==> config.mk <==
export PLATFORM = sky130hd
export DESIGN_NAME = vga_fb_arbiter_flat
export DESIGN_NICKNAME = d
export VERILOG_FILES = /design/src/rtl/vga_fb_arbiter_if.sv /design/src/rtl/vga_fb_arbiter.sv /design/src/flat_wrapper.sv
export SDC_FILE = /design/constraint.sdc
export NUM_CORES = 1
export LEC_CHECK = 0
export ABC_CLOCK_PERIOD_IN_PS = 2000
export BUFFER_PORTS_ARGS = -buffer_cell sky130_fd_sc_hd__buf_2
export CAP_MARGIN = 20
export CORE_ASPECT_RATIO = 0.5
export CORE_MARGIN = 2
export CORE_UTILIZATION = 50
export DETAILED_ROUTE_END_ITERATION = 10
export HOLD_SLACK_MARGIN = 0.1
export PLACE_DENSITY_LB_ADDON = 0.3
export SLEW_MARGIN = 25
export SYNTH_ARGS = -nofsm -noshare
export SYNTH_HDL_FRONTEND = slang
export SYNTH_SLANG_ARGS = --single-unit
==> constraint.sdc <==
create_clock -name clk_pixel -period 2 [get_ports clk_pixel]
set_input_delay 0.1 -clock clk_pixel [delete_from_list [all_inputs] [get_ports clk_pixel]]
set_output_delay 0.1 -clock clk_pixel [all_outputs]
set_load 0.02 [all_outputs]
==> src/rtl/vga_fb_arbiter_if.sv <==
// Bundle of the arbiter's request/response buses: display read port, drawing
// writer port, clear control and the single-port framebuffer RAM port.
interface vga_fb_arbiter_if #(
  parameter int ADDR_W = 15,
  parameter int DATA_W = 8
);
  logic              disp_req;
  logic [ADDR_W-1:0] disp_addr;
  logic [DATA_W-1:0] disp_rdata;
  logic              disp_valid;

  logic              wr_req;
  logic [ADDR_W-1:0] wr_addr;
  logic [DATA_W-1:0] wr_data;
  logic              wr_ack;

  logic              clr_start;
  logic [DATA_W-1:0] clr_color;
  logic              clr_busy;

  logic              mem_en;
  logic              mem_we;
  logic [ADDR_W-1:0] mem_addr;
  logic [DATA_W-1:0] mem_wdata;
  logic [DATA_W-1:0] mem_rdata;

  modport slave (
    input  disp_req, disp_addr, wr_req, wr_addr, wr_data,
           clr_start, clr_color, mem_rdata,
    output disp_rdata, disp_valid, wr_ack, clr_busy,
           mem_en, mem_we, mem_addr, mem_wdata
  );

  modport master (
    output disp_req, disp_addr, wr_req, wr_addr, wr_data,
           clr_start, clr_color, mem_rdata,
    input  disp_rdata, disp_valid, wr_ack, clr_busy,
           mem_en, mem_we, mem_addr, mem_wdata
  );
endinterface

==> src/rtl/vga_fb_arbiter.sv <==
// Framebuffer RAM arbiter: display reads > drawing writes > background clear,
// one registered RAM access per pixel clock.
module vga_fb_arbiter #(
  parameter int FB_WORDS = 19200,
  parameter int ADDR_W   = 15,
  parameter int DATA_W   = 8
) (
  input logic              clk_pixel,
  input logic              rst_n,
  vga_fb_arbiter_if.slave  bus
);
  typedef enum logic {IDLE, CLEAR} clr_state_t;

  // One extra bit so FB_WORDS == 2**ADDR_W still compares correctly.
  localparam logic [ADDR_W:0]   FB_LIMIT  = (ADDR_W+1)'(FB_WORDS);
  localparam logic [ADDR_W-1:0] LAST_ADDR = ADDR_W'(FB_WORDS - 1);

  clr_state_t        state;
  logic [ADDR_W-1:0] clr_cnt;
  logic [DATA_W-1:0] clr_color_q;
  logic              clr_busy_q;

  logic              mem_en_q;
  logic              mem_we_q;
  logic [ADDR_W-1:0] mem_addr_q;
  logic [DATA_W-1:0] mem_wdata_q;

  logic              disp_p1, disp_p2;
  logic              disp_ok_p1, disp_ok_p2;

  logic              disp_in_range;
  logic              wr_in_range;
  logic              clr_grant;

  assign disp_in_range = {1'b0, bus.disp_addr} < FB_LIMIT;
  assign wr_in_range   = {1'b0, bus.wr_addr} < FB_LIMIT;
  assign clr_grant     = (state == CLEAR) && !bus.disp_req && !bus.wr_req;

  assign bus.wr_ack     = bus.wr_req & ~bus.disp_req;
  assign bus.clr_busy   = clr_busy_q;
  assign bus.mem_en     = mem_en_q;
  assign bus.mem_we     = mem_we_q;
  assign bus.mem_addr   = mem_addr_q;
  assign bus.mem_wdata  = mem_wdata_q;
  assign bus.disp_valid = disp_p2;
  // Out-of-range reads never touched the RAM, so their data is forced to zero.
  assign bus.disp_rdata = disp_ok_p2 ? bus.mem_rdata : '0;

  always_ff @(posedge clk_pixel or negedge rst_n) begin
    if (!rst_n) begin
      mem_en_q    <= 1'b0;
      mem_we_q    <= 1'b0;
      mem_addr_q  <= '0;
      mem_wdata_q <= '0;
    end else if (bus.disp_req) begin
      mem_en_q   <= disp_in_range;
      mem_we_q   <= 1'b0;
      mem_addr_q <= bus.disp_addr;
    end else if (bus.wr_req) begin
      mem_en_q    <= wr_in_range;
      mem_we_q    <= wr_in_range;
      mem_addr_q  <= bus.wr_addr;
      mem_wdata_q <= bus.wr_data;
    end else if (clr_grant) begin
      mem_en_q    <= 1'b1;
      mem_we_q    <= 1'b1;
      mem_addr_q  <= clr_cnt;
      mem_wdata_q <= clr_color_q;
    end else begin
      mem_en_q <= 1'b0;
      mem_we_q <= 1'b0;
    end
  end

  always_ff @(posedge clk_pixel or negedge rst_n) begin
    if (!rst_n) begin
      disp_p1    <= 1'b0;
      disp_p2    <= 1'b0;
      disp_ok_p1 <= 1'b0;
      disp_ok_p2 <= 1'b0;
    end else begin
      disp_p1    <= bus.disp_req;
      disp_ok_p1 <= bus.disp_req & disp_in_range;
      disp_p2    <= disp_p1;
      disp_ok_p2 <= disp_ok_p1;
    end
  end

  always_ff @(posedge clk_pixel or negedge rst_n) begin
    if (!rst_n) begin
      state       <= IDLE;
      clr_cnt     <= '0;
      clr_color_q <= '0;
      clr_busy_q  <= 1'b0;
    end else begin
      case (state)
        IDLE: begin
          if (bus.clr_start) begin
            clr_color_q <= bus.clr_color;
            clr_cnt     <= '0;
            clr_busy_q  <= 1'b1;
            state       <= CLEAR;
          end
        end
        CLEAR: begin
          // clr_start is deliberately ignored here; only the last write ends the clear.
          if (clr_grant) begin
            if (clr_cnt == LAST_ADDR) begin
              state      <= IDLE;
              clr_busy_q <= 1'b0;
            end else begin
              clr_cnt <= clr_cnt + 1'b1;
            end
          end
        end
        default: begin
          state      <= IDLE;
          clr_busy_q <= 1'b0;
        end
      endcase
    end
  end
endmodule

==> src/flat_wrapper.sv <==
// flat-port wrapper written by rule: the top's interface ports become plain ports
module vga_fb_arbiter_flat 
#(
  parameter int FB_WORDS = 19200,
  parameter int ADDR_W   = 15,
  parameter int DATA_W   = 8
)
  (clk_pixel, rst_n, bus_disp_req, bus_disp_addr, bus_wr_req, bus_wr_addr, bus_wr_data, bus_clr_start, bus_clr_color, bus_mem_rdata, bus_disp_rdata, bus_disp_valid, bus_wr_ack, bus_clr_busy, bus_mem_en, bus_mem_we, bus_mem_addr, bus_mem_wdata);
  vga_fb_arbiter_if #(.ADDR_W(ADDR_W), .DATA_W(DATA_W)) bus_i ();
  input logic clk_pixel;
  input logic rst_n;
  input wire logic [$bits(bus_i.disp_req)-1:0] bus_disp_req;
  input wire logic [$bits(bus_i.disp_addr)-1:0] bus_disp_addr;
  input wire logic [$bits(bus_i.wr_req)-1:0] bus_wr_req;
  input wire logic [$bits(bus_i.wr_addr)-1:0] bus_wr_addr;
  input wire logic [$bits(bus_i.wr_data)-1:0] bus_wr_data;
  input wire logic [$bits(bus_i.clr_start)-1:0] bus_clr_start;
  input wire logic [$bits(bus_i.clr_color)-1:0] bus_clr_color;
  input wire logic [$bits(bus_i.mem_rdata)-1:0] bus_mem_rdata;
  output wire logic [$bits(bus_i.disp_rdata)-1:0] bus_disp_rdata;
  output wire logic [$bits(bus_i.disp_valid)-1:0] bus_disp_valid;
  output wire logic [$bits(bus_i.wr_ack)-1:0] bus_wr_ack;
  output wire logic [$bits(bus_i.clr_busy)-1:0] bus_clr_busy;
  output wire logic [$bits(bus_i.mem_en)-1:0] bus_mem_en;
  output wire logic [$bits(bus_i.mem_we)-1:0] bus_mem_we;
  output wire logic [$bits(bus_i.mem_addr)-1:0] bus_mem_addr;
  output wire logic [$bits(bus_i.mem_wdata)-1:0] bus_mem_wdata;
  assign bus_i.disp_req = bus_disp_req;
  assign bus_i.disp_addr = bus_disp_addr;
  assign bus_i.wr_req = bus_wr_req;
  assign bus_i.wr_addr = bus_wr_addr;
  assign bus_i.wr_data = bus_wr_data;
  assign bus_i.clr_start = bus_clr_start;
  assign bus_i.clr_color = bus_clr_color;
  assign bus_i.mem_rdata = bus_mem_rdata;
  assign bus_disp_rdata = bus_i.disp_rdata;
  assign bus_disp_valid = bus_i.disp_valid;
  assign bus_wr_ack = bus_i.wr_ack;
  assign bus_clr_busy = bus_i.clr_busy;
  assign bus_mem_en = bus_i.mem_en;
  assign bus_mem_we = bus_i.mem_we;
  assign bus_mem_addr = bus_i.mem_addr;
  assign bus_mem_wdata = bus_i.mem_wdata;
  vga_fb_arbiter #(.FB_WORDS(FB_WORDS), .ADDR_W(ADDR_W), .DATA_W(DATA_W)) u_core (.clk_pixel(clk_pixel), .rst_n(rst_n), .bus(bus_i));
endmodule
* Yosys cells after proc, flatten, opt, wreduce, memory -nomap -nowiden
Cells that the tools add are included.
** Storage, ports and cells
- Flip-flop bits (word level) :: 54
- Input port bits :: 59
- Logic and storage cells :: 56
** Cells by class
- Add/subtract/negate cells :: 1
- Order comparisons :: 2
- Equality and inequality tests :: 5
- Multiplexer cells :: 22
- Bitwise gates (word level) :: 4
- Reductions and logical operators :: 10
** Operators by type and width (number)
- 15-bit two-way mux :: 6
- 15-bit < comparator (second input constant) :: 2
- 15-bit one-hot mux with 2 select lines :: 1
- 8-bit two-way mux :: 3
- 15-bit by 1-bit adder with 15-bit output (second input constant) :: 1
- 15-bit == test (second input constant) :: 1
- 1-bit two-way mux :: 10
- 2-bit != test (second input constant) :: 4
- 3-bit AND reduction :: 2
- 1-bit one-hot mux with 2 select lines :: 2
- 2-bit AND reduction :: 2
- 3-bit nonzero test :: 1
- 1-bit bitwise AND :: 2
- 1-bit logical AND :: 2
- 1-bit logical NOT :: 2
- 1-bit inverter :: 2
- 2-bit nonzero test :: 1

* Depth between registers and ports, before layout
- Depth in word-level cells :: 6
- Mapped depth :: 7
- Depth with buffers taken out :: 5

* Worst setup path after synthesis
OpenSTA, ideal clock, no wires.
- Kind :: register to register
- Start :: register u_core.clr_cnt[0]
- End :: register u_core.clr_cnt[3]
- Arrival time :: 1.692 ns
- Data required time :: 1.860 ns
- Path slack :: 0.168 ns
- Stages on the path, launching flop included :: 8
- Cells stage by stage :: dfrtp_1 -> ha_1 -> and3_1 -> and4_1 -> buf_2 -> buf_2 -> o311ai_0 -> o41ai_1
** On the way
- Word-level cells in the longest chain between the ends :: 4
- Elaborated cells between the ends (all ways) :: 7
- Those cells by class :: add/sub (1); eq/ne (2); mux (3); reduce/logical (1)
** Ends and longest elaborated chain
- start, declared :: RTL line vga_fb_arbiter.sv:19 : logic [ADDR_W-1:0] clr_cnt;
- start signal, assigned :: RTL line vga_fb_arbiter.sv:112 : clr_cnt <= clr_cnt + 1'b1;
- 15-bit by 1-bit adder with 15-bit output :: RTL line vga_fb_arbiter.sv:112
- 15-bit two-way mux :: RTL line vga_fb_arbiter.sv:108 : if (clr_cnt == LAST_ADDR) begin
- 15-bit two-way mux :: RTL line vga_fb_arbiter.sv:107 : if (clr_grant) begin
- 15-bit one-hot mux with 2 select lines :: RTL line vga_fb_arbiter.sv:96 : case (state)
Several ways; a longest one is shown, not always the timed one. The select of a mux whose other input is x is not followed.
A chain may end at the register's enable or synchronous reset.

* Worst setup path in the final report
- Start :: register u_core.clr_cnt[1]
- End :: register u_core.clr_cnt[6]
Same word-level chain as after synthesis.

==> run metrics <==
outcome=complete, no violations; R2R Setup Slk=0.15 ns; Main synth FF type=dfrtp_1; routability cong.=between 0.9 and 1; Yosys top cell area share=48.69%; die span in x=109.4 µm; Peak VDD IR=381.7 µV; syn_area_per_cell=9.010 µm²; DR vias/cell=5.547; area leader, netlist=dfrtp_1; CORE AREA=5420 µm²; num ports=95; share of flip-flops with an asynchronous set or reset=100.0%; IO buf count=94; final worst slack=0.1485 ns; first-pass GRT wire length=12,580 µm; Post-Place Setup Slack=-0.06228 ns; largest cells by area after synthesis=dfrtp_1 49%, nand2_1 5.4%, mux2i_1 4.7%; Startpoint Class=flip-flop; Num CTS Buffers=5; area of the multi-input gates=1264 µm²; WP data required=2.20 ns; antenna violations before repair=0; Rel. slew slack=55.21%; max_cap viols=0; Slew @ Worst Pin=0.6705 ns; Setup Viol. Count Final=0; # DRC=0; antenna cells=0; RSZ-0062 raised after global routing=false; WP buf/inv=1; min Tclk post-route=1.851 ns; Post-synth EDFFs=0; reg2reg end=u_core.clr_cnt[6]; FP Rows=19; drt first pass iters=5; Mapped Cells=308; antenna viol nets, final=0; Setup TNS=0 ns; Clock Pin Slew Worst Setup and Hold Paths=0.09 ns; Pleak=1.895 nW; fin crit share=92.57%; vias in the first global route=2,694; HPWL after detailed placement=5460 µm; TritonCTS clock tree=yes; cell family with most CP delay=simple AND/OR/NAND/NOR gates; total chip power=about 2.7 mW; Die ar.=6199 µm²; Critical Path End Type=flip-flop; wire per inst=around 15 µm; share of layout cells above drive strength 1=28.60%; Slew Limit Fails=0; Seq cells post-synth=54; root buffer cell=clkbuf_8; wirelength, routed=roughly 7800 µm; Clock H-tree levels=2; Final Hold Fails=0; PD cells=707.7 nW/µm²; FF-to-FF Start=u_core.clr_cnt[1]; Filler Cells Inserted=slightly above 400; Max Freq=0.5401 GHz; Clock Tree Buf Depth=2; Seq/Total Area, Yosys=48.69%; fin util=70.15%; Post-layout nets=497; hold endpoint=u_core.bus.mem_addr[11]; area delta synth->final=37.02%; number of vias in the routed layout=roughly 2,800; clock latency at the later pin of the worst-skew pair=0.31 ns; DRT iter0 DRCs=between 200 and 250; CP Max Fanout=7; post-synthesis net count=368; Netlist cell types=45; Initial Utilization=approximately half; hold_sp=bus_disp_addr[11]; Clock Sinks=54; synthesized area=around 2800 µm²; GRT overflow=0; largest net degree at the start of global routing=34; Fin Hold WS=0.09938 ns; Worst Hold Class=input port to flip-flop; Die Span Y=56.68 µm; Slowest-stage cell, CP=dfrtp_1; register area=around 1400 µm²; crit-path cells=ha_1 > and3_1 > nand4_1 > buf_4 > a21oi_1 > a211o_1; gr usage total=26.21%; WP data arrival=2.05 ns; max incr delay on CP=approximately 0.44 ns; clk_skew=0.004847 ns; R2R depth=6; Setup CP Type=flip-flop to flip-flop; Hold Path Depth=3; synth warn=0
## metrics by stage
stage,instances,area [µm²]
6_report,510,3802
5_1_grt,510,3802
4_1_cts,508,3786
3_5_place_dp,471,3377
3_3_place_gp,471,3377
2_1_floorplan,308,2775
## state kept, by name (all words and copies together) (netlist names)
name and count:
u_core.bus.clr_busy 1, u_core.bus.disp_valid 1, u_core.bus.mem_addr 15, u_core.bus.mem_en 1
u_core.bus.mem_wdata 8, u_core.bus.mem_we 1, u_core.clr_cnt 15, u_core.clr_color_q 8
u_core.disp_ok_p1 1, u_core.disp_ok_p2 1, u_core.disp_p1 1, u_core.state 1
## layout make-up
type | count | share of cell area [%]
tap | 73 | 2.402
sequential | 54 | 35.54
clock inverter | 2 | 1.020
multi-input combinational | 215 | 33.23
clock buffer | 5 | 1.810
inverter | 16 | 1.579
timing repair buffer | 145 | 24.42
## worst max path at each step
stage	start	end	slack, ns	cells after the start
finish	u_core.clr_cnt[1]	u_core.clr_cnt[6]	0.15	6
global route	u_core.clr_cnt[1]	u_core.clr_cnt[2]	0.02	5
CTS	u_core.clr_cnt[1]	u_core.clr_cnt[8]	0.08	5
detailed placement	u_core.clr_cnt[1]	u_core.clr_cnt[8]	-0.06	5
global placement	u_core.clr_cnt[1]	u_core.clr_cnt[4]	0.09	5
floorplan	u_core.clr_cnt[0]	u_core.clr_cnt[3]	0.17	7
## worst register-to-register path, stage by stage (launching register included)
cell     delay (ns)
dfrtp_1        0.44
ha_1           0.24
and3_1         0.26
nand4_1        0.21
buf_4          0.20
a21oi_1        0.09
a211o_1        0.31
## cell families (layout without fill, tap and decap cells)
kind of cell / after synthesis / after routing / share of synthesized area [%]
buf+inv: 39 / 168 / 5.861
flops: 54 / 54 / 48.69
compound gates: 82 / 82 / 19.07
mux: 13 / 13 / 4.689
fa+ha+maj: 1 / 1 / 0.4508
simple gates: 119 / 119 / 21.23
## repair_timing
action                                 CTS  global route
endpoints found under the hold margin   43             0
pin swaps                                0             1
setup endpoints to repair                4             7
hold buffers                            30             0
setup buffers                            0             2
resized for setup                        1             1
## where the power goes
group          switching (mW)  leakage, nW  internal [mW]
Sequential              0.103        0.661           1.22
Combinational           0.350         1.18          0.289
Clock                   0.362       0.0542          0.369
## Yosys cell counts, types with 2 or more instances
master / n
a22o_1: 7
clkbuf_1: 15
inv_1: 16
nor4_1: 2
or3_1: 2
nor3_1: 3
mux2i_1: 13
nor2b_1: 4
a211o_1: 3
and2_1: 9
a31oi_1: 9
a21o_1: 2
a221oi_1: 5
nor2_1: 28
and4_1: 4
dfrtp_1: 54
nand4_1: 7
buf_1: 2
nor3b_1: 3
nand3_1: 7
nand2b_1: 3
o21ai_0: 16
buf_2: 4
o22ai_1: 9
a21oi_1: 20
o211ai_1: 3
nand2_1: 40
## per-layer routing
metal / global-route usage, % / part of all wire [%]
met5: 0 / 0
met3: 5.226 / 8.0
met1: 33.41 / 43
met2: 44.97 / 48
met4: 8.318 / 1.7
## cell usage in the layout, fill, tap and decap left out, types with 7 or more instances in the layout
cell type and instances:
a21oi_1 20, a22o_1 7, a31oi_1 9, and2_1 9, buf_2 94, buf_4 21, dfrtp_1 54, dlygate4sd3_1 30
inv_1 16, mux2i_1 13, nand2_1 40, nand3_1 7, nand4_1 7, nor2_1 28, o21ai_0 16, o22ai_1 9
Note: power is estimated with default switching activity, not from simulation.
